<file path="src/rtl/wb_arbiter_if.sv">
// Writeback arbiter bus: ALU result, long-latency issue/result, decode sources,
// register-file write port, scoreboard and FIFO occupancy.
interface wb_arbiter_if #(
    parameter int XLEN     = 32,
    parameter int LL_DEPTH = 4
);
    localparam int CW = $clog2(LL_DEPTH + 1);

    logic            alu_valid;
    logic [4:0]      alu_rd;
    logic [XLEN-1:0] alu_wdata;

    logic            ll_issue_valid;
    logic [4:0]      ll_issue_rd;

    // ll_valid/ll_ready: a result transfers on a cycle where both are high;
    // while ll_valid is high and ll_ready low the producer holds ll_rd/ll_wdata.
    logic            ll_valid;
    logic            ll_ready;
    logic [4:0]      ll_rd;
    logic [XLEN-1:0] ll_wdata;

    logic [4:0]      rs1_reg;
    logic [4:0]      rs2_reg;
    logic            hazard_stall;

    logic            rf_we;
    logic [4:0]      rf_rd;
    logic [XLEN-1:0] rf_wdata;

    logic [31:0]     pending;
    logic [CW-1:0]   ll_count;

    modport master (
        output alu_valid, alu_rd, alu_wdata,
        output ll_issue_valid, ll_issue_rd,
        output ll_valid, ll_rd, ll_wdata,
        output rs1_reg, rs2_reg,
        input  ll_ready, hazard_stall,
        input  rf_we, rf_rd, rf_wdata,
        input  pending, ll_count
    );

    modport slave (
        input  alu_valid, alu_rd, alu_wdata,
        input  ll_issue_valid, ll_issue_rd,
        input  ll_valid, ll_rd, ll_wdata,
        input  rs1_reg, rs2_reg,
        output ll_ready, hazard_stall,
        output rf_we, rf_rd, rf_wdata,
        output pending, ll_count
    );
endinterface

</file>
<file path="src/rtl/wb_arbiter.sv">
// Writeback arbiter: ALU results (fixed priority) and FIFO-buffered long-latency
// results share one registered RF write port; a 32-bit scoreboard drives the
// decode RAW stall. Optional WB_ARB_BYPASS_EN lets a result skip an empty FIFO.
module wb_arbiter #(
    parameter int XLEN     = 32,
    parameter int LL_DEPTH = 4
) (
    input  logic         clk,
    input  logic         rst_n,
    wb_arbiter_if.slave  bus
);
    localparam int PW = $clog2(LL_DEPTH);
    localparam int CW = $clog2(LL_DEPTH + 1);
    localparam logic [CW-1:0] FULL = CW'(LL_DEPTH);

    typedef struct packed {
        logic [4:0]      rd;
        logic [XLEN-1:0] wdata;
    } ll_entry_t;

    ll_entry_t       fifo_q [LL_DEPTH];
    ll_entry_t       head;

    logic [PW-1:0]   rd_ptr_q, rd_ptr_d;
    logic [PW-1:0]   wr_ptr_q, wr_ptr_d;
    logic [CW-1:0]   count_q, count_d;

    logic            rf_we_q, rf_we_d;
    logic [4:0]      rf_rd_q, rf_rd_d;
    logic [XLEN-1:0] rf_wdata_q, rf_wdata_d;
    logic [31:0]     pending_q, pending_d;

    logic            fifo_empty;
    logic            ll_ready;
    logic            push_req;
    logic            do_push;
    logic            do_pop;
    logic            do_bypass;
    logic            sel_valid;
    logic            clr_valid;
    logic [4:0]      sel_rd;
    logic [XLEN-1:0] sel_wdata;

    assign fifo_empty = (count_q == '0);
    // Depends on occupancy only, so a full FIFO cannot reuse a slot freed this cycle.
    assign ll_ready   = (count_q != FULL);
    assign push_req   = bus.ll_valid && ll_ready;
    assign do_pop     = !bus.alu_valid && !fifo_empty;

`ifdef WB_ARB_BYPASS_EN
    assign do_bypass  = push_req && fifo_empty && !bus.alu_valid;
`else
    assign do_bypass  = 1'b0;
`endif

    assign do_push    = push_req && !do_bypass;
    assign head       = fifo_q[rd_ptr_q];

    always_comb begin
        sel_valid = 1'b0;
        sel_rd    = '0;
        sel_wdata = '0;
        clr_valid = 1'b0;
        if (bus.alu_valid) begin
            sel_valid = 1'b1;
            sel_rd    = bus.alu_rd;
            sel_wdata = bus.alu_wdata;
        end else if (do_pop) begin
            sel_valid = 1'b1;
            sel_rd    = head.rd;
            sel_wdata = head.wdata;
            clr_valid = 1'b1;
        end else if (do_bypass) begin
            sel_valid = 1'b1;
            sel_rd    = bus.ll_rd;
            sel_wdata = bus.ll_wdata;
            clr_valid = 1'b1;
        end
    end

    always_comb begin
        rf_we_d    = sel_valid && (sel_rd != 5'd0);
        rf_rd_d    = sel_valid ? sel_rd : rf_rd_q;
        rf_wdata_d = sel_valid ? sel_wdata : rf_wdata_q;
    end

    // A same-cycle issue to the bit being cleared must win, so the set comes last.
    always_comb begin
        pending_d = pending_q;
        if (clr_valid) begin
            pending_d[sel_rd] = 1'b0;
        end
        if (bus.ll_issue_valid && (bus.ll_issue_rd != 5'd0)) begin
            pending_d[bus.ll_issue_rd] = 1'b1;
        end
        pending_d[0] = 1'b0;
    end

    always_comb begin
        rd_ptr_d = do_pop  ? rd_ptr_q + 1'b1 : rd_ptr_q;
        wr_ptr_d = do_push ? wr_ptr_q + 1'b1 : wr_ptr_q;
        case ({do_push, do_pop})
            2'b10:   count_d = count_q + 1'b1;
            2'b01:   count_d = count_q - 1'b1;
            default: count_d = count_q;
        endcase
    end

    always_ff @(posedge clk) begin
        if (!rst_n) begin
            rd_ptr_q   <= '0;
            wr_ptr_q   <= '0;
            count_q    <= '0;
            rf_we_q    <= 1'b0;
            rf_rd_q    <= '0;
            rf_wdata_q <= '0;
            pending_q  <= '0;
        end else begin
            rd_ptr_q   <= rd_ptr_d;
            wr_ptr_q   <= wr_ptr_d;
            count_q    <= count_d;
            rf_we_q    <= rf_we_d;
            rf_rd_q    <= rf_rd_d;
            rf_wdata_q <= rf_wdata_d;
            pending_q  <= pending_d;
        end
    end

    // Storage needs no reset: the pointers define which entries are live.
    always_ff @(posedge clk) begin
        if (do_push) begin
            fifo_q[wr_ptr_q] <= '{rd: bus.ll_rd, wdata: bus.ll_wdata};
        end
    end

    assign bus.ll_ready     = ll_ready;
    assign bus.hazard_stall = ((bus.rs1_reg != 5'd0) && pending_q[bus.rs1_reg]) ||
                              ((bus.rs2_reg != 5'd0) && pending_q[bus.rs2_reg]);
    assign bus.rf_we        = rf_we_q;
    assign bus.rf_rd        = rf_rd_q;
    assign bus.rf_wdata     = rf_wdata_q;
    assign bus.pending      = pending_q;
    assign bus.ll_count     = count_q;

    // Upstream must never issue to a register that is still awaiting its result.
    a_no_reissue: assert property (
        @(posedge clk) disable iff (!rst_n)
        (bus.ll_issue_valid && (bus.ll_issue_rd != 5'd0)) |-> !pending_q[bus.ll_issue_rd]
    );
endmodule

</file>
<file path="src/flat_wrapper.sv">
// flat-port wrapper written by rule: the top's interface ports become plain ports
module wb_arbiter_flat 
#(
    parameter int XLEN     = 32,
    parameter int LL_DEPTH = 4
)
  (clk, rst_n, bus_alu_valid, bus_alu_rd, bus_alu_wdata, bus_ll_issue_valid, bus_ll_issue_rd, bus_ll_valid, bus_ll_rd, bus_ll_wdata, bus_rs1_reg, bus_rs2_reg, bus_ll_ready, bus_hazard_stall, bus_rf_we, bus_rf_rd, bus_rf_wdata, bus_pending, bus_ll_count);
  wb_arbiter_if #(.XLEN(XLEN), .LL_DEPTH(LL_DEPTH)) bus_i ();
  input  logic clk;
  input  logic rst_n;
  input wire logic [$bits(bus_i.alu_valid)-1:0] bus_alu_valid;
  input wire logic [$bits(bus_i.alu_rd)-1:0] bus_alu_rd;
  input wire logic [$bits(bus_i.alu_wdata)-1:0] bus_alu_wdata;
  input wire logic [$bits(bus_i.ll_issue_valid)-1:0] bus_ll_issue_valid;
  input wire logic [$bits(bus_i.ll_issue_rd)-1:0] bus_ll_issue_rd;
  input wire logic [$bits(bus_i.ll_valid)-1:0] bus_ll_valid;
  input wire logic [$bits(bus_i.ll_rd)-1:0] bus_ll_rd;
  input wire logic [$bits(bus_i.ll_wdata)-1:0] bus_ll_wdata;
  input wire logic [$bits(bus_i.rs1_reg)-1:0] bus_rs1_reg;
  input wire logic [$bits(bus_i.rs2_reg)-1:0] bus_rs2_reg;
  output wire logic [$bits(bus_i.ll_ready)-1:0] bus_ll_ready;
  output wire logic [$bits(bus_i.hazard_stall)-1:0] bus_hazard_stall;
  output wire logic [$bits(bus_i.rf_we)-1:0] bus_rf_we;
  output wire logic [$bits(bus_i.rf_rd)-1:0] bus_rf_rd;
  output wire logic [$bits(bus_i.rf_wdata)-1:0] bus_rf_wdata;
  output wire logic [$bits(bus_i.pending)-1:0] bus_pending;
  output wire logic [$bits(bus_i.ll_count)-1:0] bus_ll_count;
  assign bus_i.alu_valid = bus_alu_valid;
  assign bus_i.alu_rd = bus_alu_rd;
  assign bus_i.alu_wdata = bus_alu_wdata;
  assign bus_i.ll_issue_valid = bus_ll_issue_valid;
  assign bus_i.ll_issue_rd = bus_ll_issue_rd;
  assign bus_i.ll_valid = bus_ll_valid;
  assign bus_i.ll_rd = bus_ll_rd;
  assign bus_i.ll_wdata = bus_ll_wdata;
  assign bus_i.rs1_reg = bus_rs1_reg;
  assign bus_i.rs2_reg = bus_rs2_reg;
  assign bus_ll_ready = bus_i.ll_ready;
  assign bus_hazard_stall = bus_i.hazard_stall;
  assign bus_rf_we = bus_i.rf_we;
  assign bus_rf_rd = bus_i.rf_rd;
  assign bus_rf_wdata = bus_i.rf_wdata;
  assign bus_pending = bus_i.pending;
  assign bus_ll_count = bus_i.ll_count;
  wb_arbiter #(.XLEN(XLEN), .LL_DEPTH(LL_DEPTH)) u_core (.clk(clk), .rst_n(rst_n), .bus(bus_i));
endmodule
</file>
<file path="config.mk">
export PLATFORM = sky130hd
export DESIGN_NAME = wb_arbiter_flat
export DESIGN_NICKNAME = d
export VERILOG_FILES = /design/src/rtl/wb_arbiter_if.sv /design/src/rtl/wb_arbiter.sv /design/src/flat_wrapper.sv
export SDC_FILE = /design/constraint.sdc
export NUM_CORES = 1
export LEC_CHECK = 0
export ABC_AREA = 1
export CAP_MARGIN = 20
export CORE_ASPECT_RATIO = 1.1
export CORE_MARGIN = 3
export CORE_UTILIZATION = 50
export DETAILED_ROUTE_END_ITERATION = 10
export PLACE_DENSITY = 0.76
export SLEW_MARGIN = 20
export SYNTH_ARGS = -nofsm -noshare
export SYNTH_HDL_FRONTEND = slang
export SYNTH_SLANG_ARGS = --single-unit
</file>
<file path="constraint.sdc">
create_clock -name clk -period 3.8 [get_ports clk]
set_input_delay 0.76 -clock clk [delete_from_list [all_inputs] [get_ports clk]]
set_output_delay 0.76 -clock clk [all_outputs]
set_load 0.01 [all_outputs]
</file>
==> results of run 1 <==
==> through the flow <==
step,util,instances
after global placement,0.6191,1319
after detailed placement,0.6191,1319
after CTS,0.6591,1361
after global routing,0.6592,1361
final,0.6594,1362
after floorplan,-,939
==> power groups by stage <==
stage	combinational [mW]	clock, mW	sequential [mW]
floorplan	1.08	0	3.08
global placement	1.69	0	3.07
detailed placement	1.73	0	3.08
CTS	1.74	2.23	3.03
global route	1.89	2.33	3.05
finish	1.73	2.19	3.03
==> final timing paths <==
| path | startpoint | to |
|---|---|---|
| worst max-delay path | bus_rs1_reg[0] | bus_hazard_stall |
| worst min-delay path | u_core.bus.rf_wdata[22] | u_core.bus.rf_wdata[22] |
| worst max register to register | register | u_core.bus.pending[10] |
| worst min register to register | u_core.bus.rf_wdata[22] | u_core.bus.rf_wdata[22] |
==> per-layer routing <==
metal | routed length, µm | global-route usage
met5 | 0 | 0
met4 | 782 | 0.08053
met3 | 1616 | 0.04578
met2 | 12760 | 0.4099
met1 | 9555 | 0.2642
==> critical path, cell delays in order <==
cell	delay, ns
clkdlybuf4s50_1	0.54
inv_1	0.14
buf_4	0.19
a21oi_1	0.15
o21ai_0	0.11
nand3_1	0.08
nand3_1	0.08
nand3_1	0.08
nand2_1	0.06
nand2_1	0.06
clkdlybuf4s50_1	0.53
==> synth_stat cells (2+ instances only) <==
cell,instances
nand2_2,11
o21ai_1,6
a22oi_1,24
inv_2,4
buf_2,17
edfxtp_1,148
a31oi_1,11
nor2_1,80
o22ai_1,32
nand3_2,8
nand2_4,4
nand2_1,192
o21bai_2,3
nor3_1,10
nor2_4,8
buf_6,5
nor2_2,5
o211ai_1,3
ha_1,5
nand4_1,3
a21oi_4,2
inv_1,50
clkbuf_1,21
nand3_1,22
dfxtp_1,78
a21oi_1,76
a21oi_2,8
o21ai_0,91
==> repair_timing <==
item / in CTS / in global routing
hold buffers: 0 / 0
endpoints found under the setup margin: 0 / 1
gates resized for setup: 0 / 1
==> area by class of cell <==
cell class	instances	share of cell area
flip-flops and latches	226	0.4896
multi-input cells	613	0.2602
repair buffers	182	0.1473
clock buffers	34	0.05446
well taps	243	0.02478
inverters	55	0.01723
clock inverters	8	0.006221
diodes	1	0.0002040
==> registers in the layout (all words and copies together), names as in the netlist, named ones only <==
register / count
u_core.bus.ll_count: 3
u_core.bus.rf_rd: 5
u_core.bus.rf_wdata: 32
u_core.rd_ptr_q: 2
u_core.wr_ptr_q: 2
u_core.fifo_q: 148
u_core.bus.pending: 31
u_core.bus.rf_we: 1
==> cells by family (layout without fill, tap and decap cells) <==
logic type / after synthesis / after routing / synth area share
adders and majority gates: 6 / 6 / 0.008595
and+or+nand+nor: 349 / 349 / 0.1655
DFF: 226 / 226 / 0.6251
AOI/OAI and AO/OA: 257 / 257 / 0.1542
other: 1 / 2 / 0.0003903
buffers and inverters: 100 / 279 / 0.04623
==> impl_metrics.ini, run 1 <==
[yosys]
synth_cell_types = 40
synth.top_cells.by_area = edfxtp_1, dfxtp_1, nand2_1, o21ai_0, a21oi_1
yosysTopAreaCell = edfxtp_1
synth-async-reset-ratio = 0
yosysTopAreaCellShare = 0.4626
synth_cells = 939
synth_area_um2 = 9608
synth_fp_nets = 1039
synth_edf_count = 148
yosysWarnings = 0
ys_seq_area_frac = 0.6251
synth_seq_cells = 226
avgSynthCellArea_um2 = 10.23
synthFlopType = edfxtp_1

[power]
leakagePower_nw = 4.269
intPower_mw = 4.814
p_sw_mw = 2.132
p_seq_frac = 0.436
p_sw_frac = 0.3070
total_power_mw = 6.946
p_comb_frac = 0.248
irDropWorstVdd_uv = 404.2
power.density_nw_per_um2 = 566.1
clock_power_share = 0.316

[setup_path]
cp.required_ns = 3.04
crit_fanout = 9
path_class = in2out
crit_path_end_kind = primary output
critPathLaunchType = input pin
arrival_ns = 2.78
r2r.worst_path.cells = 11
r2r_slack_ns = 1.32

[finish]
multi_input_area_um2 = 3193
fillCellCount = 1490
final_common_cell = nand2_1
fin_nets = 1201
layout_common_cells = nand2_1, clkdlybuf4s50_1, edfxtp_1
drive_gt1_frac = 0.1002
area_growth_pct = 27.70
seq_area_um2 = 6007
stdcell_area_um2 = 12270

[timing]
fmax_mhz = 282.3
fin_hold_ws_ns = 0.4671
tns_ns = 0
worst_pin_slew_ns = 0.9800
fin_ws_ns = 0.2573
fin_crit_ns = 3.543
hold_viol_final = 0
finalClockSkew_ns = 0.01231
setup_violations = 0
grt_setup_unrepaired = false
fin_crit_sh = 0.9323
slew_violations = 0
slew_headroom = 0.3451

[outcome]
outcome = finished, final reports clean

[routing]
via_per_inst = 5.501
vias = 7493
wire_per_inst_um = 18.15
initialDrtViolationCount = 567
drcViolationCount = 0
ant_nets = 0
drt_first_pass_iters = 7
wirelength_mm = 24.72

[grt]
antenna_found_initial = 0
track_usage = 0.2245
grt_pass1_wl_mm = 37.91
gr-total-overflow = 0
grt_start_max_net_pins = 45
grt_pass1_vias = 7299

[clocking]
htreeDepth = 1
post-cts-setup-buffers = 0
clk_latency_ns = 0.50
clk_path_buf_depth = 3
cts_root_buf = clkbuf_16
clk_pin_slew_worst_paths_ns = 0.06
cts_tree = done
cts_sinks = 226
numCtsBuffers = 23

[die]
core-area_um2 = 18610
rows = 52
die_area_um2 = 20920
initial_core_util = 0.5163
fp.dieW_um = 138.2
fp.dieH_um = 151.4
num_io_pins = 169

[min_path]
worst_hold_path_type = reg2reg
whs_path_depth = 2

[placed_design]
portBuffers = 167
gp_congestion = 0.8598
place_ws_ns = 0.2467
place_hpwl_mm = 16.04
place_area_um2 = 11520

[run]
cap_violations = 0
Power figures use the tool's default switching activity.
==> run 2: changes to the inputs <==
CTS_BUF_LIST = sky130_fd_sc_hd__clkbuf_8   (was default)
REMOVE_ABC_BUFFERS = 1   (was default)
==> run 2 against run 1 <==
Net effect: via count up 1.6%; core utilization decreased by 0.14 points; sequential cell count is the same; count of clock-buffer cells in the layout rose by 9; critical path type unchanged.
==> impl_metrics.ini, run 2 (same netlist as run 1, synthesis figures left out) <==
[routing]
vias = 7614
via_per_inst = 5.482
wl_met2_mm = 12.76
drcViolationCount = 0
routed-wl-met3_mm = 1.944
top_layer = met5
initialDrtViolationCount = 662
wl_met1_mm = 10.11
wirelength_mm = 25.57
ant_nets = 0
wire_per_inst_um = 18.41
drt_first_pass_iters = 5

[timing]
grt_setup_unrepaired = false
worst_pin_slew_ns = 0.9898
finalClockSkew_ns = 0.01509
fin_crit_ns = 3.599
slew_violations = 0
hold_viol_final = 0
fin_crit_sh = 0.9470
fin_ws_ns = 0.2012
slew_headroom = 0.3386
tns_ns = 0
fmax_mhz = 277.9
setup_violations = 0

[placed_design]
portBuffers = 167
place_ws_ns = 0.1920
gp_congestion = 0.9435
place_inst = 1321
place_hpwl_mm = 16.91

[die]
fp.dieH_um = 151.4
die_area_um2 = 20920
fp.dieW_um = 138.2
core-area_um2 = 18610
num_io_pins = 169
initial_core_util = 0.5163
rows = 52

[clocking]
cts_tree = done
cts_hold_buf = 0
clk_latency_ns = 0.52
cts_root_buf = clkbuf_8
numCtsBuffers = 37
htreeDepth = 2
cts_sinks = 226
clk_path_buf_depth = 3
clk_pin_slew_worst_paths_ns = 0.06

[finish]
drive_gt1_frac = 0.1143
area_growth_pct = 27.43
layout.cells.non_filler = 1389
fin_nets = 1217
top_register = u_core.fifo_q
fillCellCount = 1488
antenna_cells = 0
final_common_cell = nand2_1
layout_common_cells = nand2_1, clkdlybuf4s50_1, edfxtp_1
largest_reg_flops = 148

[setup_path]
cp.required_ns = 3.04
path_class = in2out
critPathLaunchType = input pin
crit_fanout = 7
arrival_ns = 2.84
crit_path_end_kind = primary output

[run]
cap_violations = 0

[grt]
grt_pass1_wl_mm = 39.69
grt_pass1_vias = 7509
grt_start_max_net_pins = 75
track_usage = 0.2387
gr-total-overflow = 0
antenna_found_initial = 3

[outcome]
outcome = finished, final reports clean

[power]
leakagePower_nw = 4.325
power.density_nw_per_um2 = 552.1
irDropWorstVdd_uv = 336.7

[min_path]
worst_hold_path_type = reg2reg
==> run 2: changes by cell type in the layout (fill, tap and decap cells not counted), sizes merged <==
cell | before | now
clkbuf | 34 | 43
buf | 16 | 18
dlymetal6s2s | 1 | 0
clkdlybuf4s50 | 165 | 166
bufinv | 1 | 0
clkinv | 3 | 7
inv | 57 | 71
diode | 1 | 0
==> run 2: metal layers <==
layer / vias to the layer above / global-route usage
li1: 3650 / -
met2: 290 / 0.4172
met5: - / 0
met4: 6 / 0.08943
met1: 3612 / 0.2872
met3: 56 / 0.06126
==> run 2: path summary, 6_finish.rpt <==
| kind | start | end | slack [ns] | cells past startpoint |
|---|---|---|---|---|
| hold reg to reg | u_core.bus.rf_wdata[12] | u_core.bus.rf_wdata[12] | 0.47 | 2 |
| setup / recovery | bus_rs2_reg[0] | bus_hazard_stall | 0.20 | 10 |
| hold / removal | u_core.bus.rf_wdata[12] | u_core.bus.rf_wdata[12] | 0.47 | 2 |
| setup reg to reg | register | u_core.bus.pending[5] | 1.45 | 10 |
==> run 2: critical path, stage by stage <==
cell and delay (ns):
clkdlybuf4s50_1 0.51, inv_1 0.07, nor2_1 0.36, inv_1 0.12
o211ai_1 0.21, nand3_1 0.09, nand3_1 0.09, nand2_1 0.05
nand2_1 0.05, clkdlybuf4s50_1 0.53
==> run 2: layout make-up <==
class                           instances  area (µm²)  share of cell area
Inverter                               55       211.5             0.01727
Timing Repair Buffer                  184        1819              0.1486
Multi-Input combinational cell        613        3196              0.2610
Sequential cell                       226        6007              0.4906
Clock inverter                         25       113.9            0.009300
Clock buffer                           43       591.8             0.04834
Tap cell                              243       304.0             0.02483
==> run 2: power breakdown <==
group	internal, mW	switching, mW
Combinational	0.642	1.13
Clock	1.04	0.952
Sequential	2.89	0.106
Total	4.57	2.19
==> run 2: metrics by stage <==
stage | hold slack, ns | instance area, µm² | util | total power [mW]
finish | 0.4671 | 12240 | 0.6579 | 6.759
global route | 0.4837 | 12240 | 0.6579 | 7.099
CTS | 0.4693 | 12240 | 0.6578 | 6.801
detailed placement | 0.4580 | 11530 | 0.6199 | 4.815
global placement | 0.4545 | 11530 | 0.6199 | 4.772
floorplan | 0.4817 | 9375 | - | 4.053
==> run 2: timing repair <==
item	4_1_cts	5_1_grt
setup endpoints to repair	0	1
setup buffers	0	0
gates resized for setup	0	1
==> run 3: changes to the inputs <==
CORE_MARGIN = 4   (was 3)
SKIP_LAST_GASP = 1   (was default)
==> run 3 against run 2 <==
Net effect: die area rose by 2.8%; hold slack got worse by 0.0028 ns; sequential cell count did not move; non-clock buffer count did not move; power rose by 0.55%; critical path depth did not move; combinational power barely moved; first-iteration DRC count fell by 27%; core utilization fell by 0.24 points; count of clock-buffer cells in the layout rose by 2; clock power rose by 3%; setup slack got worse by 0.028 ns; critical path type unchanged; critical endpoint unchanged; largest power group unchanged.
==> impl_metrics.ini, run 3 (same netlist as run 1, synthesis figures left out) <==
[timing]
finalClockSkew_ns = 0.01245
fmax_mhz = 275.8
setup_violations = 0
tns_ns = 0
worst_pin_slew_ns = 1.097
fin_hold_ws_ns = 0.4643
slew_violations = 0
fin_crit_sh = 0.9543
fin_ws_ns = 0.1736
hold_viol_final = 0
grt_setup_unrepaired = false
slew_headroom = 0.2632
fin_crit_ns = 3.626

[clocking]
clk_pin_slew_worst_paths_ns = 0.06
cts_hold_buf = 0
cts_tree = done
htreeDepth = 2
numCtsBuffers = 36
cts_sinks = 226
clk_path_buf_depth = 3
post-cts-setup-buffers = 0
post_cts_resized = 0
clk_latency_ns = 0.52
cts_root_buf = clkbuf_8

[placed_design]
place_area_um2 = 11510
gp_congestion = 0.9552
place_ws_ns = 0.2007
place_inst = 1321
place_hpwl_mm = 16.22
portBuffers = 167

[finish]
area_growth_pct = 27.41
largest_reg_flops = 148
drive_gt1_frac = 0.1155
layout.cells.non_filler = 1386
antenna_cells = 0
top_register = u_core.fifo_q
fin_nets = 1216
seq_area_um2 = 6007
stdcell_area_um2 = 12240
final_common_cell = nand2_1
fin_util = 0.6556
multi_input_area_um2 = 3193
layout_common_cells = nand2_1, clkdlybuf4s50_1, edfxtp_1
fillCellCount = 1471

[routing]
drt_first_pass_iters = 6
ant_nets = 0
vias = 7653
wirelength_mm = 24.69
drcViolationCount = 0
initialDrtViolationCount = 485
via_per_inst = 5.522
wire_per_inst_um = 17.81

[setup_path]
cp.required_ns = 3.04
arrival_ns = 2.87
cpPeakStageDelay_ns = 0.53
slowest_stage = clkdlybuf4s50_1
crit_family = buffers and inverters
crit_path_end_kind = primary output
crit_buf_inv = 4
crit_fanout = 8
worstPathCellList = clkdlybuf4s50_1, inv_1, nor2_1, inv_1, o21ai_0, o211ai_1, nand3b_1, nand2_1, nand2_1, clkdlybuf4s50_1
path_class = in2out
critPathLaunchType = input pin

[die]
fp.dieH_um = 153.4
fp.dieW_um = 140.2
initial_core_util = 0.5145
rows = 52
core-area_um2 = 18670
die_area_um2 = 21500
num_io_pins = 169

[grt]
grt_start_max_net_pins = 75
gr-total-overflow = 0
antenna_found_initial = 1
track_usage = 0.2239
grt_pass1_vias = 7602
grt_pass1_wl_mm = 38.92

[run]
cap_violations = 0

[power]
irDropWorstVdd_uv = 339.5
leakagePower_nw = 4.326
power.density_nw_per_um2 = 555.2
total_power_mw = 6.796

[outcome]
outcome = finished, final reports clean

[min_path]
worst_hold_path_type = reg2reg
run 3: final timing paths:
check / startpoint / end / slack (ns) / cells after the start
worst min register to register: u_core.bus.rf_wdata[19] / u_core.bus.rf_wdata[19] / 0.46 / 2
worst max register to register: u_core.bus.ll_count[0] / u_core.bus.ll_count[2] / 1.46 / 10
worst max-delay path: bus_rs1_reg[0] / bus_hazard_stall / 0.17 / 10
worst min-delay path: u_core.bus.rf_wdata[19] / u_core.bus.rf_wdata[19] / 0.46 / 2
run 3: final cells by class:
| cell class | instances | share of cell area |
|---|---|---|
| Sequential cell | 226 | 0.4907 |
| Timing Repair Buffer | 184 | 0.1466 |
| Tap cell | 243 | 0.02484 |
| Clock buffer | 45 | 0.05059 |
| Inverter | 55 | 0.01727 |
| Multi-Input combinational cell | 613 | 0.2608 |
| Clock inverter | 20 | 0.009199 |
run 3: worst reg2reg max path, delay by kind of cell, from the launching register on:
kind	cells	cell delay, ns
fa+ha+maj	2	0.63
buf+inv	1	0.07
flops	1	0.37
compound gates	4	0.47
simple gates	3	0.70
run 3: where the power goes:
group,switching (mW),total [mW],internal (mW)
registers,0.101,2.99,2.89
logic,1.12,1.75,0.634
clock network,0.915,2.05,1.14
total,2.14,6.80,4.66
run 3: layer usage:
metal	global-route usage	vias to the layer above	share of wire	wire, µm
met4	0.07937	2	0.028	700
met2	0.3859	299	0.49	12150
met3	0.06125	61	0.078	1933
met5	0	-	0.00045	11
li1	-	3644	-	-
met1	0.2695	3647	0.40	9894
